$ cat config.mk
export PLATFORM = sky130hd
export DESIGN_NAME = alu_muldiv_ctrl
export DESIGN_NICKNAME = d
export VERILOG_FILES = /design/src/rtl/alu_muldiv_ctrl.sv
export SDC_FILE = /design/constraint.sdc
export NUM_CORES = 1
export LEC_CHECK = 0
export BUFFER_PORTS_ARGS = -buffer_cell sky130_fd_sc_hd__buf_2
export CORE_UTILIZATION = 40
export CTS_CLUSTER_DIAMETER = 120
export DETAILED_ROUTE_END_ITERATION = 7
export GPL_TIMING_DRIVEN = 0
export PLACE_DENSITY_LB_ADDON = 0.05
export SETUP_SLACK_MARGIN = 0.4
export SLEW_MARGIN = 15
export SYNTH_ARGS = -nofsm -noshare
export SYNTH_HDL_FRONTEND = slang
export SYNTH_SLANG_ARGS = --single-unit
$ cat constraint.sdc
create_clock -name clk -period 8.9 [get_ports clk]
set_input_delay 0.445 -clock clk [delete_from_list [all_inputs] [get_ports clk]]
set_output_delay 0.445 -clock clk [all_outputs]
set_load 0.1 [all_outputs]
$ cat src/rtl/alu_muldiv_ctrl.sv
// -----------------------------------------------------------------------------
// alu_muldiv_ctrl
//
// ALU control for the MIPS32 EX stage plus a sequential HI/LO unit.
//
// The combinational decoder turns the main-decoder class (aluop) and the
// R-format funct field into a 4-bit ALU op and a writeback source select.
// The HI/LO unit runs iterative MULT/MULTU (shift-add, one multiplier bit per
// cycle) and DIV/DIVU (restoring, one quotient bit per cycle). It also handles
// MTHI/MTLO. While an operation is in flight, any HI/LO-class instruction
// stalls the front end.
//
// Optional build macro:
//   MULDIV_EARLYOUT_EN - a multiply finishes as soon as the remaining
//                        multiplier bits are all zero (minimum one iteration).
//                        Divide latency is unaffected.
//
// Parameters:
//   WIDTH  datapath width of a, b, hi, lo (>= 4, even)
//   CNT_W  iteration counter width, 2**CNT_W > WIDTH
//
// Ports:
//   clk       in   rising-edge clock
//   rst       in   asynchronous active-high reset
//   valid     in   instruction in EX is valid this cycle
//   aluop     in   [2:0] main-decoder ALU class
//   func      in   [5:0] R-format funct field
//   a, b      in   [WIDTH-1:0] rs / rt operands
//   op        out  [3:0] ALU op (combinational, 4'hF when unrecognised)
//   illegal   out  unrecognised aluop/func while valid (combinational)
//   sel_hilo  out  [1:0] writeback source 0=ALU 1=HI 2=LO (combinational)
//   busy      out  muldiv FSM not idle (registered)
//   done      out  one-cycle pulse, hi/lo hold the new result (registered)
//   stall     out  hold the pipeline front end (combinational)
//   hi, lo    out  [WIDTH-1:0] HI / LO registers
// -----------------------------------------------------------------------------
module alu_muldiv_ctrl #(
    parameter int WIDTH = 32,
    parameter int CNT_W = 6
) (
    input  logic             clk,
    input  logic             rst,
    input  logic             valid,
    input  logic [2:0]       aluop,
    input  logic [5:0]       func,
    input  logic [WIDTH-1:0] a,
    input  logic [WIDTH-1:0] b,
    output logic [3:0]       op,
    output logic             illegal,
    output logic [1:0]       sel_hilo,
    output logic             busy,
    output logic             done,
    output logic             stall,
    output logic [WIDTH-1:0] hi,
    output logic [WIDTH-1:0] lo
);

    localparam logic [1:0] S_IDLE = 2'd0;
    localparam logic [1:0] S_MUL  = 2'd1;
    localparam logic [1:0] S_DIV  = 2'd2;
    localparam logic [1:0] S_FIX  = 2'd3;

    localparam logic [CNT_W-1:0] CNT_LAST = CNT_W'(WIDTH - 1);
    localparam logic [CNT_W-1:0] CNT_ONE  = {{(CNT_W-1){1'b0}}, 1'b1};

    // Conditional two's-complement negate, single width.
    function automatic logic [WIDTH-1:0] cneg_w(input logic [WIDTH-1:0] x,
                                                input logic en);
        cneg_w = en ? (-x) : x;
    endfunction

    // Conditional two's-complement negate, double width (full product).
    function automatic logic [2*WIDTH-1:0] cneg_2w(input logic [2*WIDTH-1:0] x,
                                                   input logic en);
        cneg_2w = en ? (-x) : x;
    endfunction

    // ---------------------------------------------------------------------
    // State and datapath registers
    // ---------------------------------------------------------------------
    logic [1:0]         state_r;
    logic [1:0]         state_nx_s;
    logic               busy_r;
    logic               done_r;
    logic [WIDTH-1:0]   hi_r;
    logic [WIDTH-1:0]   lo_r;
    logic [CNT_W-1:0]   cnt_r;
    // MUL: shifted multiplicand.  DIV: divisor in the low half.
    logic [2*WIDTH-1:0] opb_r;
    // MUL: remaining multiplier.  DIV: dividend shifting out, quotient in.
    logic [WIDTH-1:0]   opq_r;
    // MUL: running product.  DIV: partial remainder in the low half.
    logic [2*WIDTH-1:0] acc_r;
    logic               is_div_r;
    logic               neg_lo_r;   // negate product (MUL) or quotient (DIV)
    logic               neg_hi_r;   // negate remainder (DIV)

    // ---------------------------------------------------------------------
    // Decode
    // ---------------------------------------------------------------------
    logic [3:0] op_s;
    logic [1:0] sel_s;
    logic       known_s;

    // aluop/func to ALU op and writeback select.
    always_comb begin
        op_s    = 4'hF;
        sel_s   = 2'd0;
        known_s = 1'b0;
        case (aluop)
            3'b000: begin op_s = 4'd0; known_s = 1'b1; end
            3'b001: begin op_s = 4'd1; known_s = 1'b1; end
            3'b011: begin op_s = 4'd2; known_s = 1'b1; end
            3'b100: begin op_s = 4'd3; known_s = 1'b1; end
            3'b101: begin op_s = 4'd4; known_s = 1'b1; end
            3'b110: begin op_s = 4'd5; known_s = 1'b1; end
            3'b010: begin
                case (func)
                    6'h20, 6'h21: begin op_s = 4'd0; known_s = 1'b1; end
                    6'h22, 6'h23: begin op_s = 4'd1; known_s = 1'b1; end
                    6'h24:        begin op_s = 4'd2; known_s = 1'b1; end
                    6'h25:        begin op_s = 4'd3; known_s = 1'b1; end
                    6'h26:        begin op_s = 4'd5; known_s = 1'b1; end
                    6'h27:        begin op_s = 4'd6; known_s = 1'b1; end
                    6'h2A:        begin op_s = 4'd4; known_s = 1'b1; end
                    6'h2B:        begin op_s = 4'd7; known_s = 1'b1; end
                    6'h10: begin op_s = 4'd0; sel_s = 2'd1; known_s = 1'b1; end
                    6'h12: begin op_s = 4'd0; sel_s = 2'd2; known_s = 1'b1; end
                    6'h11, 6'h13, 6'h18, 6'h19, 6'h1A, 6'h1B: begin
                        op_s    = 4'd0;
                        known_s = 1'b1;
                    end
                    default: begin
                        op_s    = 4'hF;
                        sel_s   = 2'd0;
                        known_s = 1'b0;
                    end
                endcase
            end
            default: begin
                op_s    = 4'hF;
                sel_s   = 2'd0;
                known_s = 1'b0;
            end
        endcase
    end

    assign op       = op_s;
    assign sel_hilo = sel_s;
    assign illegal  = valid & ~known_s;

    // ---------------------------------------------------------------------
    // HI/LO unit control
    // ---------------------------------------------------------------------
    logic is_r_s;
    logic md_s;         // MULT/MULTU/DIV/DIVU (funct 18..1B)
    logic hilo_s;       // MFHI/MTHI/MFLO/MTLO (funct 10..13)
    logic idle_s;
    logic start_s;
    logic mthi_s;
    logic mtlo_s;
    logic is_div_s;
    logic sgn_s;
    logic bzero_s;
    logic last_s;
    logic mul_end_s;

    assign is_r_s   = (aluop == 3'b010);
    assign md_s     = is_r_s & (func[5:2] == 4'b0110);
    assign hilo_s   = is_r_s & (func[5:2] == 4'b0100);
    assign idle_s   = (state_r == S_IDLE);
    assign start_s  = valid & md_s & idle_s;
    assign mthi_s   = valid & idle_s & is_r_s & (func == 6'h11);
    assign mtlo_s   = valid & idle_s & is_r_s & (func == 6'h13);
    // funct[1] selects divide, funct[0] selects the unsigned form.
    assign is_div_s = func[1];
    assign sgn_s    = ~func[0];
    assign bzero_s  = (b == {WIDTH{1'b0}});
    assign last_s   = (cnt_r == CNT_LAST);

`ifdef MULDIV_EARLYOUT_EN
    // Multiplier bits still to be consumed after this iteration.
    assign mul_end_s = last_s | (opq_r[WIDTH-1:1] == {(WIDTH-1){1'b0}});
`else
    assign mul_end_s = last_s;
`endif

    assign stall = busy_r & valid & (md_s | hilo_s);

    // ---------------------------------------------------------------------
    // Datapath combinational terms
    // ---------------------------------------------------------------------
    logic [WIDTH-1:0]   a_abs_s;
    logic [WIDTH-1:0]   b_abs_s;
    logic [2*WIDTH-1:0] mul_sum_s;
    logic [WIDTH:0]     div_shift_s;
    logic               div_ge_s;
    logic [WIDTH-1:0]   div_rem_s;
    logic [2*WIDTH-1:0] prod_s;
    logic [WIDTH-1:0]   fix_hi_s;
    logic [WIDTH-1:0]   fix_lo_s;

    // Magnitudes; the most negative value maps onto itself, which is the
    // correct unsigned magnitude.
    assign a_abs_s = cneg_w(a, sgn_s & a[WIDTH-1]);
    assign b_abs_s = cneg_w(b, sgn_s & b[WIDTH-1]);

    assign mul_sum_s = opq_r[0] ? (acc_r + opb_r) : acc_r;

    // Restoring divide step: bring in the next dividend bit, subtract the
    // divisor when it fits. The difference fits in WIDTH bits whenever it is
    // taken, so the modular WIDTH-bit subtract is exact.
    assign div_shift_s = {acc_r[WIDTH-1:0], opq_r[WIDTH-1]};
    assign div_ge_s    = (div_shift_s >= {1'b0, opb_r[WIDTH-1:0]});
    assign div_rem_s   = div_ge_s ? (div_shift_s[WIDTH-1:0] - opb_r[WIDTH-1:0])
                                  : div_shift_s[WIDTH-1:0];

    // Sign correction applied in FIX. A divide by zero was loaded with
    // remainder=a, quotient=all ones and both negate flags clear.
    assign prod_s   = cneg_2w(acc_r, neg_lo_r);
    assign fix_hi_s = is_div_r ? cneg_w(acc_r[WIDTH-1:0], neg_hi_r)
                               : prod_s[2*WIDTH-1:WIDTH];
    assign fix_lo_s = is_div_r ? cneg_w(opq_r, neg_lo_r)
                               : prod_s[WIDTH-1:0];

    // ---------------------------------------------------------------------
    // FSM
    // ---------------------------------------------------------------------
    // Next-state selection for the muldiv sequencer.
    always_comb begin
        state_nx_s = state_r;
        case (state_r)
            S_IDLE: begin
                if (start_s) begin
                    if (is_div_s) begin
                        if (bzero_s) begin
                            state_nx_s = S_FIX;
                        end else begin
                            state_nx_s = S_DIV;
                        end
                    end else begin
                        state_nx_s = S_MUL;
                    end
                end else begin
                    state_nx_s = S_IDLE;
                end
            end
            S_MUL: begin
                if (mul_end_s) begin
                    state_nx_s = S_FIX;
                end else begin
                    state_nx_s = S_MUL;
                end
            end
            S_DIV: begin
                if (last_s) begin
                    state_nx_s = S_FIX;
                end else begin
                    state_nx_s = S_DIV;
                end
            end
            S_FIX:   state_nx_s = S_IDLE;
            default: state_nx_s = S_IDLE;
        endcase
    end

    // State, busy and done registers.
    always_ff @(posedge clk or posedge rst) begin
        if (rst) begin
            state_r <= S_IDLE;
            busy_r  <= 1'b0;
            done_r  <= 1'b0;
        end else begin
            state_r <= state_nx_s;
            busy_r  <= (state_nx_s != S_IDLE);
            done_r  <= (state_r == S_FIX);
        end
    end

    // Operand load, iteration, HI/LO moves and result writeback.
    always_ff @(posedge clk or posedge rst) begin
        if (rst) begin
            hi_r     <= {WIDTH{1'b0}};
            lo_r     <= {WIDTH{1'b0}};
            cnt_r    <= {CNT_W{1'b0}};
            opb_r    <= {(2*WIDTH){1'b0}};
            opq_r    <= {WIDTH{1'b0}};
            acc_r    <= {(2*WIDTH){1'b0}};
            is_div_r <= 1'b0;
            neg_lo_r <= 1'b0;
            neg_hi_r <= 1'b0;
        end else begin
            case (state_r)
                S_IDLE: begin
                    if (start_s) begin
                        cnt_r    <= {CNT_W{1'b0}};
                        is_div_r <= is_div_s;
                        if (is_div_s && bzero_s) begin
                            opq_r    <= {WIDTH{1'b1}};
                            opb_r    <= {(2*WIDTH){1'b0}};
                            acc_r    <= {{WIDTH{1'b0}}, a};
                            neg_lo_r <= 1'b0;
                            neg_hi_r <= 1'b0;
                        end else if (is_div_s) begin
                            opq_r    <= a_abs_s;
                            opb_r    <= {{WIDTH{1'b0}}, b_abs_s};
                            acc_r    <= {(2*WIDTH){1'b0}};
                            neg_lo_r <= sgn_s & (a[WIDTH-1] ^ b[WIDTH-1]);
                            neg_hi_r <= sgn_s & a[WIDTH-1];
                        end else begin
                            opq_r    <= b_abs_s;
                            opb_r    <= {{WIDTH{1'b0}}, a_abs_s};
                            acc_r    <= {(2*WIDTH){1'b0}};
                            neg_lo_r <= sgn_s & (a[WIDTH-1] ^ b[WIDTH-1]);
                            neg_hi_r <= 1'b0;
                        end
                    end else if (mthi_s) begin
                        hi_r <= a;
                    end else if (mtlo_s) begin
                        lo_r <= a;
                    end else begin
                        hi_r <= hi_r;
                    end
                end
                S_MUL: begin
                    acc_r <= mul_sum_s;
                    opb_r <= {opb_r[2*WIDTH-2:0], 1'b0};
                    opq_r <= {1'b0, opq_r[WIDTH-1:1]};
                    cnt_r <= cnt_r + CNT_ONE;
                end
                S_DIV: begin
                    acc_r <= {{WIDTH{1'b0}}, div_rem_s};
                    opq_r <= {opq_r[WIDTH-2:0], div_ge_s};
                    cnt_r <= cnt_r + CNT_ONE;
                end
                S_FIX: begin
                    hi_r <= fix_hi_s;
                    lo_r <= fix_lo_s;
                end
                default: begin
                    cnt_r <= {CNT_W{1'b0}};
                end
            endcase
        end
    end

    assign busy = busy_r;
    assign done = done_r;
    assign hi   = hi_r;
    assign lo   = lo_r;

endmodule

Word level (Yosys, flattened, before mapping)
Cells that the tools add are included.
{"block": "totals", "ff_bits": 237, "in_bits": 76, "output_inout_bits": 74, "elab_cells": 140}
{"block": "classes", "n_addsub": 8, "n_lt_le_gt_ge": 1, "n_eq_ne": 36, "mux": 44, "bitwise_logic": 18, "reduce_logical": 21}
{"cell": "$mux 32", "n": 18}
{"cell": "$mux 64", "n": 4}
{"cell": "$pmux 64 s3", "n": 1}
{"cell": "$neg 32->32", "n": 4}
{"cell": "$pmux 32 s2", "n": 2}
{"cell": "$pmux 64 s2", "n": 1}
{"cell": "$pmux 32 s3", "n": 1}
{"cell": "$add 64x64->64", "n": 1}
{"cell": "$neg 64->64", "n": 1}
{"cell": "$eq 6x6->1 const B", "n": 10}
{"cell": "$eq 6x5->1 const B", "n": 9}
{"cell": "$ge 33x32->1", "n": 1}
{"cell": "$logic_not 32->1", "n": 1}
{"cell": "$pmux 4 s8", "n": 1}
{"cell": "$sub 32x32->32", "n": 1}
{"cell": "$pmux 4 s7", "n": 1}
{"cell": "$reduce_or 18->1", "n": 1}
{"cell": "$and 1x1->1", "n": 14}
{"cell": "$pmux 6 s2", "n": 1}
{"cell": "$reduce_or 10->1", "n": 1}
{"cell": "$eq 3x3->1 const B", "n": 3}
{"cell": "$eq 4x3->1 const B", "n": 2}
{"cell": "$mux 2", "n": 4}
{"cell": "$pmux 2 s4", "n": 1}
{"cell": "24 further kinds", "n": 44}

Longest topological paths before layout
{"block": "depth", "depth_word": 8, "depth_mapped": 16, "mapped_depth_nobuf": 14}

Worst setup path after synthesis
No wires, ideal clock.
{"block": "synth_timing", "path_kind": "input -> output", "start": "in func[1]", "end": "out sel_hilo[0]", "t_arrival_ps": 3964, "required_time_ps": 8455, "path_slack_ps": 4491, "path_stages": 4, "path_buffers": 3, "cell_sequence": "clkbuf_1 buf_1 buf_1 nor4_1"}
{"block": "synth_between", "elab_chain_len": 3, "word_cells_on_any_way": 4, "classes_between": "2 x eq/ne; 2 x mux"}
{"element": "from (decl)", "line_no": "45", "source": "input logic [5:0] func,"}
{"element": "$eq 6x5->1", "line_no": "118", "source": "case (func)"}
{"element": "$pmux 2 s2 *", "line_no": "118"}
{"element": "$mux 2 *", "line_no": "110", "source": "case (aluop)"}
{"element": "to (decl)", "line_no": "50", "source": "output logic [1:0] sel_hilo,"}
Every way passes the cells marked *; elsewhere a longest branch is shown, timed or not.

Final worst setup path
{"block": "layout_timing", "start": "reg acc_r[14]", "end": "reg acc_r[1]"}
{"block": "layout_between", "elab_chain_len": 3}
{"element": "from (decl)", "line_no": "93", "source": "logic [2*WIDTH-1:0] acc_r;"}
{"element": "from (signal assigned)", "line_no": "288", "source": "acc_r <= {(2*WIDTH){1'b0}};"}
{"element": "from (signal assigned)", "line_no": "301", "source": "acc_r <= {{WIDTH{1'b0}}, a};"}
{"element": "from (signal assigned)", "line_no": "307", "source": "acc_r <= {(2*WIDTH){1'b0}};"}
{"element": "$ge 33x32->1", "line_no": "214", "source": "assign div_ge_s = (div_shift_s >= {1'b0, opb_r[WIDTH-1:0]});"}
{"element": "$mux 32", "line_no": "215", "source": "assign div_rem_s = div_ge_s ? (div_shift_s[WIDTH-1:0] - opb_r[WIDTH-1:0])"}
{"element": "$pmux 64 s3", "line_no": "293", "source": "case (state_r)"}
No other way between the ends.
A chain may end at the register's enable or synchronous reset.

==> metrics.log <==
INFO  metric fp.dieArea = between 50000 and 60000 um^2
INFO  metric synth-compound-area-share = between 20% and 30%
INFO  metric synth_top_family_by_area = compound AO/OA/AOI/OAI gates
INFO  metric grt_usage = 37.62%
INFO  metric synthArstFlopShare = 100.0%
INFO  metric rsz0062_at_grt = false
INFO  metric post_cts_resized = 0
INFO  metric clock-skew-final = 0.01713 ns
INFO  metric drt_wl_total = 102.9 mm
INFO  metric tightest_slew = between 1 and 1.5 ns
INFO  metric min-delay-path-class = input port to flip-flop
INFO  metric sum_of_negative_setup_slack = 0 ns
INFO  metric mostFrequentLayoutCell = sky130_fd_sc_hd__nand2_1
INFO  metric grt_max_degree = roughly 110
INFO  metric drt.antenna.violating_nets = 0
INFO  metric result_of_the_run = complete, no violations
INFO  metric detailedRoute.firstPassIterationCount = 6
INFO  metric placed_area = roughly 23000 um^2
INFO  metric post-dp-hpwl = 82.53 mm
INFO  metric post_synth.cell_area_avg = 7.762 um^2
INFO  metric relSlewSlack = 16.61%
INFO  metric synth_cell_types = 84
INFO  metric finalNetCount = 3098
INFO  metric layout_setup_ws = ~3.2 ns
INFO  metric hold_viol = 0
INFO  metric post_synth_inst_count = 2737
INFO  metric cp_max_fo = 10
INFO  metric design.portCount = 150
INFO  metric drc_violation_count_after_routing = 0
INFO  metric row_count = 84
INFO  metric finalInstanceArea = ~24000 um^2
INFO  metric synth_area = between 20000 and 25000 um^2
INFO  metric clk_pin_slew = 0.06 ns
INFO  metric cts.htree.levels = 1
INFO  metric max-clock-path-buffers = 3
INFO  metric syn_nets = 2919
INFO  metric antenna_found_initial = 2
INFO  metric ys.warnings.count = 0
INFO  metric total_leakage_power = slightly above 10 nW
INFO  metric area_growth_syn_to_layout = 12.75%
INFO  metric first_global_vias = 21360
INFO  metric synth-xor-area-share = 10.72%
INFO  metric initial_utilization = 40.43%
INFO  metric post-route-min-period = around 5.7 ns
INFO  metric postSynth.topFlopCell = sky130_fd_sc_hd__dfrtp_1
INFO  metric powerDensity = 193.1 nW/um^2
INFO  metric final_max_tran_viols = 0
INFO  metric design_power_total = around 0.0046 W
INFO  metric dieWidth = 232.5 um
INFO  metric floorplan.die.height = 232.5 um
INFO  metric synth_simple_gate_area_share = 19.20%
INFO  metric r2r_setup_slack = 3.22 ns
INFO  metric detail_route.vias_per_cell = 6.342
INFO  metric tritoncts.num_buffers = 30
INFO  metric drt_first_iter_violations = 2951
INFO  metric critPathCaptureType = flip-flop
INFO  metric vias = about 23000
INFO  metric grt.overflow.total = 0
INFO  metric post_synth_fa_ha_maj_area_fraction = 6.314%
INFO  metric critPathRequiredTime = 9.34 ns
INFO  metric io_buffer_count = between 100 and 150
INFO  metric timing.critical_path.from_type = flip-flop
INFO  metric drive_above_1_share = 8.844%
INFO  metric final_replace_weighted_congestion = 1.023
INFO  metric commonest_cells_after_routing_fill_and_taps_aside = 315 x sky130_fd_sc_hd__nand2_1, 266 x sky130_fd_sc_hd__a21oi_1, 238 x sky130_fd_sc_hd__nor2_1
INFO  metric report.final.setup_viol = 0
INFO  metric global_route_wire_length_before_repair = 148.7 mm
INFO  metric synth_enable_flop_cells = 0
INFO  metric post_synth_mux_area_share = 2.303%
INFO  metric drt-wirelength-per-cell = 28.36 um
INFO  metric cap_violations = 0
INFO  metric cp.arrival = 6.12 ns
INFO  metric peakVddDrop = 0.2220 mV
INFO  metric final_min_period_over_clock_period = a little under two thirds
INFO  metric yosys_register_bits = 237
INFO  metric synth_sequential_area_ratio = 27.92%
INFO  metric fmax = 176.1 MHz
INFO  metric clockRootBuffer = sky130_fd_sc_hd__clkbuf_16
INFO  metric cts.sink_count = around 240
INFO  metric clkLatencyLatePin = 0.60 ns
INFO  metric cts_tree = yes
INFO  metric instances_no_fill = 3629
INFO  metric criticalPathCategory = flip-flop to flip-flop
INFO  metric coreArea = 52550 um^2
INFO  metric post-place-ws = approximately 3.4 ns
INFO  metric post-place-cells = 3571
flip-flops by register name (all words and copies together) (netlist names):
| register | flops |
|---|---|
| acc_r | 64 |
| opb_r | 64 |
| hi | 32 |
| lo | 32 |
| opq_r | 32 |
| cnt_r | 6 |
| state_r | 2 |
| busy | 1 |
| done | 1 |
| is_div_r | 1 |
| neg_hi_r | 1 |
| neg_lo_r | 1 |
synth_stat cells, types with 10 or more instances:
cell	number	area, um^2
sky130_fd_sc_hd__nand2_1	315	1182
sky130_fd_sc_hd__a21oi_1	266	1331
sky130_fd_sc_hd__nor2_1	238	893.4
sky130_fd_sc_hd__dfrtp_1	237	5931
sky130_fd_sc_hd__clkbuf_1	171	641.9
sky130_fd_sc_hd__o21ai_0	163	815.8
sky130_fd_sc_hd__xnor2_1	149	1305
sky130_fd_sc_hd__xor2_1	111	972.2
sky130_fd_sc_hd__ha_1	104	1301
sky130_fd_sc_hd__inv_1	74	277.8
sky130_fd_sc_hd__a221oi_1	71	621.9
sky130_fd_sc_hd__nor3_1	63	315.3
sky130_fd_sc_hd__a21o_1	56	420.4
sky130_fd_sc_hd__o21ai_1	54	270.3
sky130_fd_sc_hd__o211ai_1	44	330.3
sky130_fd_sc_hd__nand3_1	41	205.2
sky130_fd_sc_hd__a31oi_1	40	250.2
sky130_fd_sc_hd__o31ai_1	38	285.3
sky130_fd_sc_hd__a211oi_1	37	277.8
sky130_fd_sc_hd__or3_1	35	219.0
sky130_fd_sc_hd__a22o_1	34	297.8
sky130_fd_sc_hd__nand4_1	28	175.2
sky130_fd_sc_hd__nor2b_1	28	175.2
sky130_fd_sc_hd__mux2i_1	23	230.2
sky130_fd_sc_hd__nand2b_1	23	143.9
sky130_fd_sc_hd__buf_1	22	82.58
sky130_fd_sc_hd__mux2_2	21	236.5
sky130_fd_sc_hd__o21a_1	18	135.1
sky130_fd_sc_hd__o21bai_1	18	135.1
sky130_fd_sc_hd__and3_1	17	106.4
sky130_fd_sc_hd__and2_1	16	100.1
sky130_fd_sc_hd__o41ai_1	16	140.1
sky130_fd_sc_hd__nor4_1	15	93.84
sky130_fd_sc_hd__or4_1	14	105.1
sky130_fd_sc_hd__a21boi_0	10	75.07
layout make-up:
type                            instances  area (um^2)
Tap cell                              688        860.8
Fill cell                            5391        28600
Timing Repair Buffer                  147        785.8
Buffer                                198        755.7
Inverter                               77        296.5
Clock inverter                         15        187.7
Multi-Input combinational cell       2225        14270
Sequential cell                       237         5931
Clock buffer                           41        863.3
Antenna cell                            1        2.502
worst paths after layout:
kind,startpoint,to,cells past startpoint
worst max-delay path,acc_r[14],acc_r[1],12
worst max register to register,acc_r[14],acc_r[1],12
max in group asynchronous,rst,acc_r[31],4
min in group asynchronous,rst,hi[7],3
worst min register to register,hi[5],hi[5],2
worst min-delay path,a[6],lo[6],3
per-stage QoR:
stage	util (%)	hold WS, ns
after global placement	43.44	0.4662
after floorplan	-	0.4777
after CTS	45.57	0.2505
after global routing	45.57	0.2685
final	45.58	0.2747
after detailed placement	43.55	0.4689
critical path, stage by stage (launching register included):
cell                        delay [ns]
sky130_fd_sc_hd__dfrtp_1          0.56
sky130_fd_sc_hd__ha_1             0.51
sky130_fd_sc_hd__and2_1           0.29
sky130_fd_sc_hd__nand2_1          0.15
sky130_fd_sc_hd__o41ai_1          1.05
sky130_fd_sc_hd__o21ai_1          0.15
sky130_fd_sc_hd__and3_1           0.27
sky130_fd_sc_hd__nor2_1           0.39
sky130_fd_sc_hd__clkbuf_1         0.73
sky130_fd_sc_hd__clkbuf_1         0.65
sky130_fd_sc_hd__a211oi_1         0.16
sky130_fd_sc_hd__a2111oi_0        0.54
sky130_fd_sc_hd__a21oi_1          0.09
cells by family (layout without fill, tap and decap cells):
group / after synthesis / after routing
compound gates: 940 / 940
simple gates: 874 / 874
buf+inv: 275 / 478
xor+xnor: 260 / 260
flops: 237 / 237
fa+ha+maj: 106 / 106
mux: 45 / 45
other cells: 0 / 1
power by group:
group	internal [W]	total, W	switching (W)
registers	0.00118	0.00134	0.000165
clock network	0.000791	0.00132	0.000531
logic	0.000618	0.00196	0.00134
repair_timing:
action,CTS,global route
buffers inserted,0,0
hold endpoints to repair,64,0
setup endpoints to repair,0,0
hold buffers,1,0
per-layer routing:
metal | global-route usage, % | vias up | share of wire [%]
li1 | - | 10320 | -
met1 | 55.13 | 11290 | 44
met2 | 55.07 | 1223 | 42
met3 | 6.385 | 185 | 9.6
met4 | 13.13 | 2 | 4.0
met5 | 0 | - | 0.013
Note: power is estimated with default switching activity, not from simulation.
